===== src/rtl/load_store_unit.sv =====
// Multi-cycle load/store initiator between the core memory stage and a word-organised
// data memory; splits word-crossing accesses and sign/zero-extends load results.
module load_store_unit #(
    parameter int DM_ADDRESS = 9,
    parameter int DATA_W     = 32
) (
    input  logic                  clk,
    input  logic                  reset,
    input  logic                  req,
    input  logic                  MemRead,
    input  logic                  MemWrite,
    input  logic [2:0]            Funct3,
    input  logic [DM_ADDRESS-1:0] addr,
    input  logic [DATA_W-1:0]     wd,
    output logic                  busy,
    output logic                  done,
    output logic                  err,
    output logic [DATA_W-1:0]     rd,
    output logic [DM_ADDRESS-1:0] mem_addr,
    output logic [DATA_W-1:0]     mem_wd,
    output logic [3:0]            mem_wr,
    output logic                  mem_rd_en,
    input  logic [DATA_W-1:0]     mem_rdata
);

    typedef enum logic [2:0] {
        S_IDLE   = 3'd0,
        S_ISSUE0 = 3'd1,
        S_ISSUE1 = 3'd2,
        S_WAIT   = 3'd3,
        S_ERR    = 3'd4
    } state_t;

    state_t                  state_q, state_d;
    logic [DM_ADDRESS-1:0]   addr_q, addr_d;
    logic [DATA_W-1:0]       wd_q, wd_d;
    logic [2:0]              f3_q, f3_d;
    logic                    store_q, store_d;
    logic [DATA_W-1:0]       buf0_q, buf0_d;
    logic [DATA_W-1:0]       rd_q, rd_d;
    logic                    done_q, done_d;
    logic                    err_q, err_d;

    logic [1:0]              offset_s;
    logic [7:0]              base_mask_s;
    logic [7:0]              mask_s;
    logic                    cross_s;
    logic [63:0]             store_wide_s;
    logic [63:0]             load_wide_s;
    logic [DATA_W-1:0]       word0_s;
    logic [DATA_W-1:0]       word1_s;
    logic [DATA_W-1:0]       load_result_s;
    logic [DM_ADDRESS-1:0]   word0_addr_s;
    logic [DM_ADDRESS-1:0]   word1_addr_s;
    logic                    unused_s;

    function automatic logic legal_req(input logic rd_i, input logic wr_i, input logic [2:0] f3_i);
        logic ok;
        ok = 1'b0;
        if (rd_i && !wr_i) begin
            case (f3_i)
                3'b000, 3'b001, 3'b010, 3'b100, 3'b101: ok = 1'b1;
                default:                                ok = 1'b0;
            endcase
        end else if (wr_i && !rd_i) begin
            case (f3_i)
                3'b000, 3'b001, 3'b010: ok = 1'b1;
                default:                ok = 1'b0;
            endcase
        end else begin
            ok = 1'b0;
        end
        return ok;
    endfunction

    // Lane window, word addresses and aligned store/load data from the latched request
    always_comb begin
        offset_s = addr_q[1:0];
        case (f3_q[1:0])
            2'b00:   base_mask_s = 8'h01;
            2'b01:   base_mask_s = 8'h03;
            default: base_mask_s = 8'h0F;
        endcase
        mask_s       = base_mask_s << offset_s;
        cross_s      = |mask_s[7:4];
        store_wide_s = {32'h0000_0000, wd_q} << {offset_s, 3'b000};
        word0_addr_s = {addr_q[DM_ADDRESS-1:2], 2'b00};
        // Upper word index wraps naturally at the top of the memory
        word1_addr_s = {addr_q[DM_ADDRESS-1:2] + {{(DM_ADDRESS-3){1'b0}}, 1'b1}, 2'b00};
        if (cross_s) begin
            word0_s = buf0_q;
            word1_s = mem_rdata;
        end else begin
            word0_s = mem_rdata;
            word1_s = 32'h0000_0000;
        end
        load_wide_s = {word1_s, word0_s} >> {offset_s, 3'b000};
        case (f3_q)
            3'b000:  load_result_s = {{24{load_wide_s[7]}}, load_wide_s[7:0]};
            3'b001:  load_result_s = {{16{load_wide_s[15]}}, load_wide_s[15:0]};
            3'b100:  load_result_s = {24'h00_0000, load_wide_s[7:0]};
            3'b101:  load_result_s = {16'h0000, load_wide_s[15:0]};
            default: load_result_s = load_wide_s[31:0];
        endcase
    end

    assign unused_s = ^load_wide_s[63:32];

    // Next-state, request capture and memory-side drive
    always_comb begin
        state_d   = state_q;
        addr_d    = addr_q;
        wd_d      = wd_q;
        f3_d      = f3_q;
        store_d   = store_q;
        buf0_d    = buf0_q;
        rd_d      = rd_q;
        done_d    = 1'b0;
        err_d     = 1'b0;
        mem_addr  = {DM_ADDRESS{1'b0}};
        mem_wd    = 32'h0000_0000;
        mem_wr    = 4'b0000;
        mem_rd_en = 1'b0;
        case (state_q)
            S_IDLE: begin
                if (req) begin
                    addr_d  = addr;
                    wd_d    = wd;
                    f3_d    = Funct3;
                    store_d = MemWrite;
                    state_d = legal_req(MemRead, MemWrite, Funct3) ? S_ISSUE0 : S_ERR;
                end else begin
                    state_d = S_IDLE;
                end
            end
            S_ISSUE0: begin
                mem_addr = word0_addr_s;
                if (store_q) begin
                    mem_wd = store_wide_s[31:0];
                    mem_wr = mask_s[3:0];
                end else begin
                    mem_rd_en = 1'b1;
                end
                state_d = cross_s ? S_ISSUE1 : S_WAIT;
            end
            S_ISSUE1: begin
                mem_addr = word1_addr_s;
                if (store_q) begin
                    mem_wd = store_wide_s[63:32];
                    mem_wr = mask_s[7:4];
                end else begin
                    mem_rd_en = 1'b1;
                end
                buf0_d  = mem_rdata;
                state_d = S_WAIT;
            end
            S_WAIT: begin
                if (!store_q) begin
                    rd_d = load_result_s;
                end else begin
                    rd_d = rd_q;
                end
                done_d  = 1'b1;
                state_d = S_IDLE;
            end
            S_ERR: begin
                done_d  = 1'b1;
                err_d   = 1'b1;
                state_d = S_IDLE;
            end
            default: state_d = S_IDLE;
        endcase
    end

    // State and datapath registers
    always_ff @(posedge clk or posedge reset) begin
        if (reset) begin
            state_q <= S_IDLE;
            addr_q  <= {DM_ADDRESS{1'b0}};
            wd_q    <= 32'h0000_0000;
            f3_q    <= 3'b000;
            store_q <= 1'b0;
            buf0_q  <= 32'h0000_0000;
            rd_q    <= 32'h0000_0000;
            done_q  <= 1'b0;
            err_q   <= 1'b0;
        end else begin
            state_q <= state_d;
            addr_q  <= addr_d;
            wd_q    <= wd_d;
            f3_q    <= f3_d;
            store_q <= store_d;
            buf0_q  <= buf0_d;
            rd_q    <= rd_d;
            done_q  <= done_d;
            err_q   <= err_d;
        end
    end

    assign busy = (state_q != S_IDLE);
    assign done = done_q;
    assign err  = err_q;
    assign rd   = rd_q;

endmodule


===== config.mk =====
export PLATFORM = sky130hd
export DESIGN_NAME = load_store_unit
export DESIGN_NICKNAME = d
export VERILOG_FILES = /design/src/rtl/load_store_unit.sv
export SDC_FILE = /design/constraint.sdc
export NUM_CORES = 1
export LEC_CHECK = 0
export CAP_MARGIN = 10
export CORE_MARGIN = 5
export CORE_UTILIZATION = 50
export DETAILED_ROUTE_END_ITERATION = 8
export GPL_TIMING_DRIVEN = 1
export PLACE_DENSITY = 0.86
export SLEW_MARGIN = 20
export SYNTH_ARGS = -nofsm -noshare
export SYNTH_HDL_FRONTEND = slang
export SYNTH_SLANG_ARGS = --single-unit

===== constraint.sdc =====
create_clock -name clk -period 3.8 [get_ports clk]
set_input_delay 0.38 -clock clk [delete_from_list [all_inputs] [get_ports clk]]
set_output_delay 0.38 -clock clk [all_outputs]
set_load 0.1 [all_outputs]

==> metrics.yaml, run 1 <==
synth_cell_types: 53
drt_iter0_markers: 523
fp.dieW_um: 123.3
fin_skew_ns: 0.01035
drc: 0
area_growth_syn_to_layout_pct: 35.51
cp_slowest_cell: "dfrtp_4"
utilization_pct: 68.94
clk_path_buf_depth: 2
dieHeight_um: 123.3
syn_inst: 675
first_global_vias: 6025
max_freq_mhz: 316.7
ctsHtreeMaxLevel: 3
finalCritPeriodShare_pct: 83.09
root_buffer: "clkbuf_16"
drt-wirelength-per-cell_um: 19.83
synthArstFlopShare_pct: 100.0
cp_max_fo: 35
start_kind: "register"
synth.avg_cell_area_um2: 9.511
hold_class: "reg -> reg"
grt_pass1_wl_um: 31280
cts_setup_buffers: 0
hold_viol_final: 0
globalplace.congestion: 0.8887
drv_slew: 0
cts.repair.resized: 0
drv_cap: 0
cts_made_buffers: 9
postCtsHoldBufs: 0
clk-insertion-delay-late_ns: 0.35
via_count: 6017
diodes: 0
final_common_cell: "nand2_1"
dp_hpwl_um: 14150
dr.pass1.iters: 5
synth_area_um2: 6420
coreArea_um2: 12620
final_nets: 886
routed_wl_um: 19450
cp-end-kind: "output pin"
cp.required_ns: 3.42
vias_per_cell: 6.134
critPathTopFamily: "flip-flops"
cts_tree: "done"
relSlewSlack_pct: 33.41
mostFrequentLayoutCells: "125 x nand2_1, 115 x clkdlybuf4s50_1, 104 x dfrtp_1"
synth-seq-cells: 106
initial_core_util_pct: 50.87
status: "finished clean"
antenna_left: 0
grt-ovfl-total: 0
rsz0062_at_grt: "no"
ios: 162
grt_max_degree: 90
drive_above_1_share_pct: 19.78
worst_slack_ns: 0.6424
ys_warn_count: 0
portBuffers: 159
period_minus_slack_ns: 3.158
row_count: 41
critPathKind: "reg -> out"
worstMarginPinSlew_ns: 0.9957
crit_path_max_incr_delay_ns: 0.78
ys.flop_type: "dfrtp_1"
grtUsageTotal_pct: 26.13
path_clk_slew_ns: 0.07
fp.dieArea_um2: 15210
dp_slack_ns: 1.040
ys_seq_area_share_pct: 41.32
worst-path-buf-inv: 3
cp_data_arrival_time_ns: 2.78
final.fill_count: 965
synth_edf_count: 0
cts_num_sinks: 106
crit_chain: "inv_2 -> nor2_1 -> buf_4 -> nand2_1 -> o21ai_0 -> a32o_1 -> buf_12"
antenna_found_initial: 0
setup_viol: 0
==> cell usage after synthesis (9+ instances only) <==
library cell	n	area [um2]
nor2_1	50	187.7
o21ai_0	33	165.2
o22ai_1	15	93.84
a21oi_1	51	255.2
dfrtp_1	106	2653
nand2_1	126	473.0
mux2_2	57	641.9
a211oi_1	24	180.2
a31oi_1	9	56.30
mux2i_1	44	440.4
clkbuf_1	26	97.59
buf_2	16	80.08
==> cell type report <==
cell class / instances / area [um2] / share of cell area (%)
Multi-Input combinational cell: 507 / 3477 / 39.97
Sequential cell: 106 / 2658 / 30.55
Timing Repair Buffer: 173 / 2037 / 23.41
Clock buffer: 10 / 239.0 / 2.747
Tap cell: 172 / 215.2 / 2.474
Clock inverter: 6 / 42.54 / 0.4890
Inverter: 7 / 31.28 / 0.3596
==> worst reg2reg max path, stage by stage, from the launching register on <==
cell      delay (ns)
dfrtp_1         0.81
a21oi_1         0.27
nor2_1          0.62
mux2_2          0.43
a221oi_1        0.46
a21oi_1         0.14
==> through the flow <==
step | instances | hold slack [ns] | area [um2] | setup TNS (ns)
after detailed placement | 965 | 0.4620 | 8413 | 0
final | 981 | 0.4790 | 8700 | 0
after floorplan | 676 | 0.4401 | 6464 | -0.6226
after CTS | 981 | 0.4790 | 8695 | 0
after global routing | 981 | 0.5073 | 8700 | 0
after global placement | 965 | 0.4559 | 8413 | 0
==> metal layers <==
layer | global-route usage [%] | up-vias | part of all wire, %
met5 | 0 | - | 0
met4 | 8.789 | 0 | 1.9
met3 | 6.862 | 39 | 10
met2 | 41.96 | 350 | 48
met1 | 34.48 | 2921 | 40
li1 | - | 2707 | -
==> kinds of logic after synthesis <==
family	synth area share, %
adders and majority gates	0.1949
and+or+nand+nor	14.36
DFF	41.32
AOI/OAI and AO/OA	17.23
other	0.05841
buffers and inverters	5.516
muxes	21.05
xor gates and xnor gates	0.2729
==> worst paths after layout <==
| kind | start | end | slack (ns) | cells after the start |
|---|---|---|---|---|
| worst min-delay path | buf0_q[19]$_DFFE_PP0P_ | buf0_q[19]$_DFFE_PP0P_ | 0.48 | 2 |
| min in group asynchronous | reset | buf0_q[15]$_DFFE_PP0P_ | 0.56 | 2 |
| worst max-delay path | addr_q[0]$_DFFE_PP0P_ | mem_wd[0] | 0.64 | 7 |
| worst max register to register | f3_q[1]$_DFFE_PP0P_ | rd[2]$_DFFE_PP0P_ | 0.93 | 5 |
| worst min register to register | buf0_q[19]$_DFFE_PP0P_ | buf0_q[19]$_DFFE_PP0P_ | 0.48 | 2 |
| max in group asynchronous | reset | addr_q[7]$_DFFE_PP0P_ | 2.56 | 3 |
==> registers in the layout (all words and copies together) (netlist names) <==
| name | flops |
|---|---|
| done | 1 |
| err | 1 |
| rd | 32 |
| state_q | 3 |
| f3_q | 3 |
| buf0_q | 24 |
| wd_q | 32 |
| store_q | 1 |
| addr_q | 9 |
Power of run 1 is not shown: default switching activity piles up to over one toggle a cycle in this logic, so the estimate is an artifact.
==> inputs of run 2 (changes only) <==
Clock period 3.8 ns to 3.22 ns, I/O delays scaled along.
==> metrics.yaml, run 2 (synthesized netlist as in run 1, its figures left out) <==
cts_made_buffers: 9  # unchanged
cp_data_arrival_time_ns: 2.72  # was 2.78 ns
holdPathEnd: "buf0_q[12]$_DFFE_PP0P_"  # was buf0_q[19]$_DFFE_PP0P_
hold_class: "reg -> reg"  # unchanged
dr.pass1.iters: 6  # was 5
whs_path_depth: 2  # unchanged
path_clk_slew_ns: 0.07  # about the same
drc: 0  # unchanged
portBuffers: 159  # unchanged
final_nets: 892  # was 886
dp_hpwl_um: 14220  # was 14150 um
vias_per_cell: 5.986  # was 6.134
relSlewSlack_pct: 26.12  # was 33.41%
via_count: 5908  # was 6017
drt-wirelength-per-cell_um: 20.09  # was 19.83 um
root_buffer: "clkbuf_16"  # unchanged
postCtsHoldBufs: 0  # unchanged
reg2reg_to: "rd[5]$_DFFE_PP0P_"  # was rd[2]$_DFFE_PP0P_
hold_start: "buf0_q[12]$_DFFE_PP0P_"  # was buf0_q[19]$_DFFE_PP0P_
ctsHtreeMaxLevel: 3  # unchanged
mostFrequentLayoutCells: "126 x nand2_1, 115 x clkdlybuf4s50_1, 104 x dfrtp_1"  # was 125 x nand2_1, 115 x clkdlybuf4s50_1, 104 x dfrtp_1
routed_wl_um: 19830  # was 19450 um
rsz0062_at_grt: "no"  # unchanged
status: "finished clean"  # unchanged
cts_tree: "done"  # unchanged
antenna_found_initial: 0  # unchanged
cp.required_ns: 2.90  # was 3.42 ns
r2r_cells: 6  # was 5
utilization_pct: 69.66  # was 68.94%
critPathTopFamily: "buffers and inverters"  # was flip-flops
clk_path_buf_depth: 2  # unchanged
drive_above_1_share_pct: 20.61  # was 19.78%
initial_core_util_pct: 50.87  # unchanged
area_growth_syn_to_layout_pct: 36.93  # was 35.51%
grtUsageTotal_pct: 26.92  # was 26.13%
instances_no_fill: 987  # was 981
rr_startpoint: "addr_q[0]$_DFFE_PP0P_"  # was f3_q[1]$_DFFE_PP0P_
worstMarginPinSlew_ns: 1.104  # was 0.9957 ns
finalSetupTns_ns: 0  # unchanged
cp_slowest_cell: "dfrtp_2"  # was dfrtp_4
grt-ovfl-total: 0  # unchanged
fin_area_um2: 8791  # was 8700 um2
crit_path_max_incr_delay_ns: 0.56  # was 0.78 ns
regToRegSetupSlack_ns: 0.66  # was 0.93 ns
hold_viol_final: 0  # unchanged
worst-path-buf-inv: 3  # unchanged
cts.repair.resized: 0  # unchanged
max_freq_mhz: 328.6
dieHeight_um: 123.3  # unchanged
diodes: 0  # unchanged
period_minus_slack_ns: 3.043
setup_viol: 0  # unchanged
grt_max_degree: 64  # was 90
grt_pass1_wl_um: 32070  # was 31280 um
clk-insertion-delay-late_ns: 0.34  # was 0.35 ns
fp.dieW_um: 123.3  # unchanged
first_global_vias: 6055  # was 6025
cts_num_sinks: 106  # unchanged
globalplace.congestion: 0.8992  # was 0.8887
cts_setup_buffers: 0  # unchanged
drt_iter0_markers: 553  # was 523
coreArea_um2: 12620  # unchanged
crit_chain: "inv_2 -> nand3_1 -> buf_4 -> nor2_1 -> a32o_1 -> buf_12"  # was inv_2 -> nor2_1 -> buf_4 -> nand2_1 -> o21ai_0 -> a32o_1 -> buf_12
drv_cap: 0  # unchanged
place_area_um2: 8499  # was 8413 um2
antenna_left: 0  # unchanged
start_kind: "register"  # unchanged
cp_max_fo: 25  # was 35
final_common_cell: "nand2_1"  # unchanged
cp-end-kind: "output pin"  # unchanged
critPathKind: "reg -> out"  # unchanged
dp.cells: 971  # was 965
finalCritPeriodShare_pct: 94.52
fin_skew_ns: 0.004806  # was 0.01035 ns
fp.dieArea_um2: 15210  # unchanged
drv_slew: 0  # unchanged
ios: 162  # unchanged
row_count: 41  # unchanged
-- run 2: layer usage --
layer | share of wire, % | up-vias | wire length [um] | track usage, %
met5 | 0 | - | 0 | 0
met4 | 1.8 | 0 | 355 | 8.374
met3 | 9.5 | 33 | 1879 | 5.993
met2 | 47 | 310 | 9390 | 43.70
met1 | 41 | 2862 | 8201 | 36.14
li1 | - | 2703 | - | -
-- run 2: worst max path at each step --
stage / start / endpoint / slack, ns / cells past startpoint
2_1_floorplan: addr_q[0]$_DFFE_PP0P_ / mem_wd[16] / -0.61 / 7
3_3_place_gp: addr_q[1]$_DFFE_PP0P_ / mem_wd[0] / 0.65 / 6
3_5_place_dp: addr_q[1]$_DFFE_PP0P_ / mem_wd[0] / 0.58 / 6
4_1_cts: addr_q[1]$_DFFE_PP0P_ / mem_wd[0] / 0.20 / 6
5_1_grt: addr_q[1]$_DFFE_PP0P_ / mem_wd[0] / 0.08 / 6
6_report: addr_q[1]$_DFFE_PP0P_ / mem_wd[0] / 0.18 / 6
-- run 2: area by class of cell --
cell class | count | area, um2
inverters | 7 | 28.78
well taps | 172 | 215.2
flip-flops and latches | 106 | 2658
multi-input cells | 507 | 3491
clock inverters | 4 | 25.02
repair buffers | 179 | 2107
fillers | 988 | 3829
clock buffers | 12 | 266.5
-- run 2: metrics by stage --
step           setup WS [ns]  hold slack, ns
6_report              0.1765          0.4743
5_1_grt              0.08032          0.4913
4_1_cts               0.2006          0.4745
3_5_place_dp          0.5808          0.4574
3_3_place_gp          0.6464          0.4542
2_1_floorplan        -0.6109          0.4274
-- run 2: worst min-delay path: stages, from the launching register on --
cell	delay [ns]
dfrtp_1	0.34
nand2_1	0.05
nand2_1	0.05
Power of run 2 is left out for the same reason.
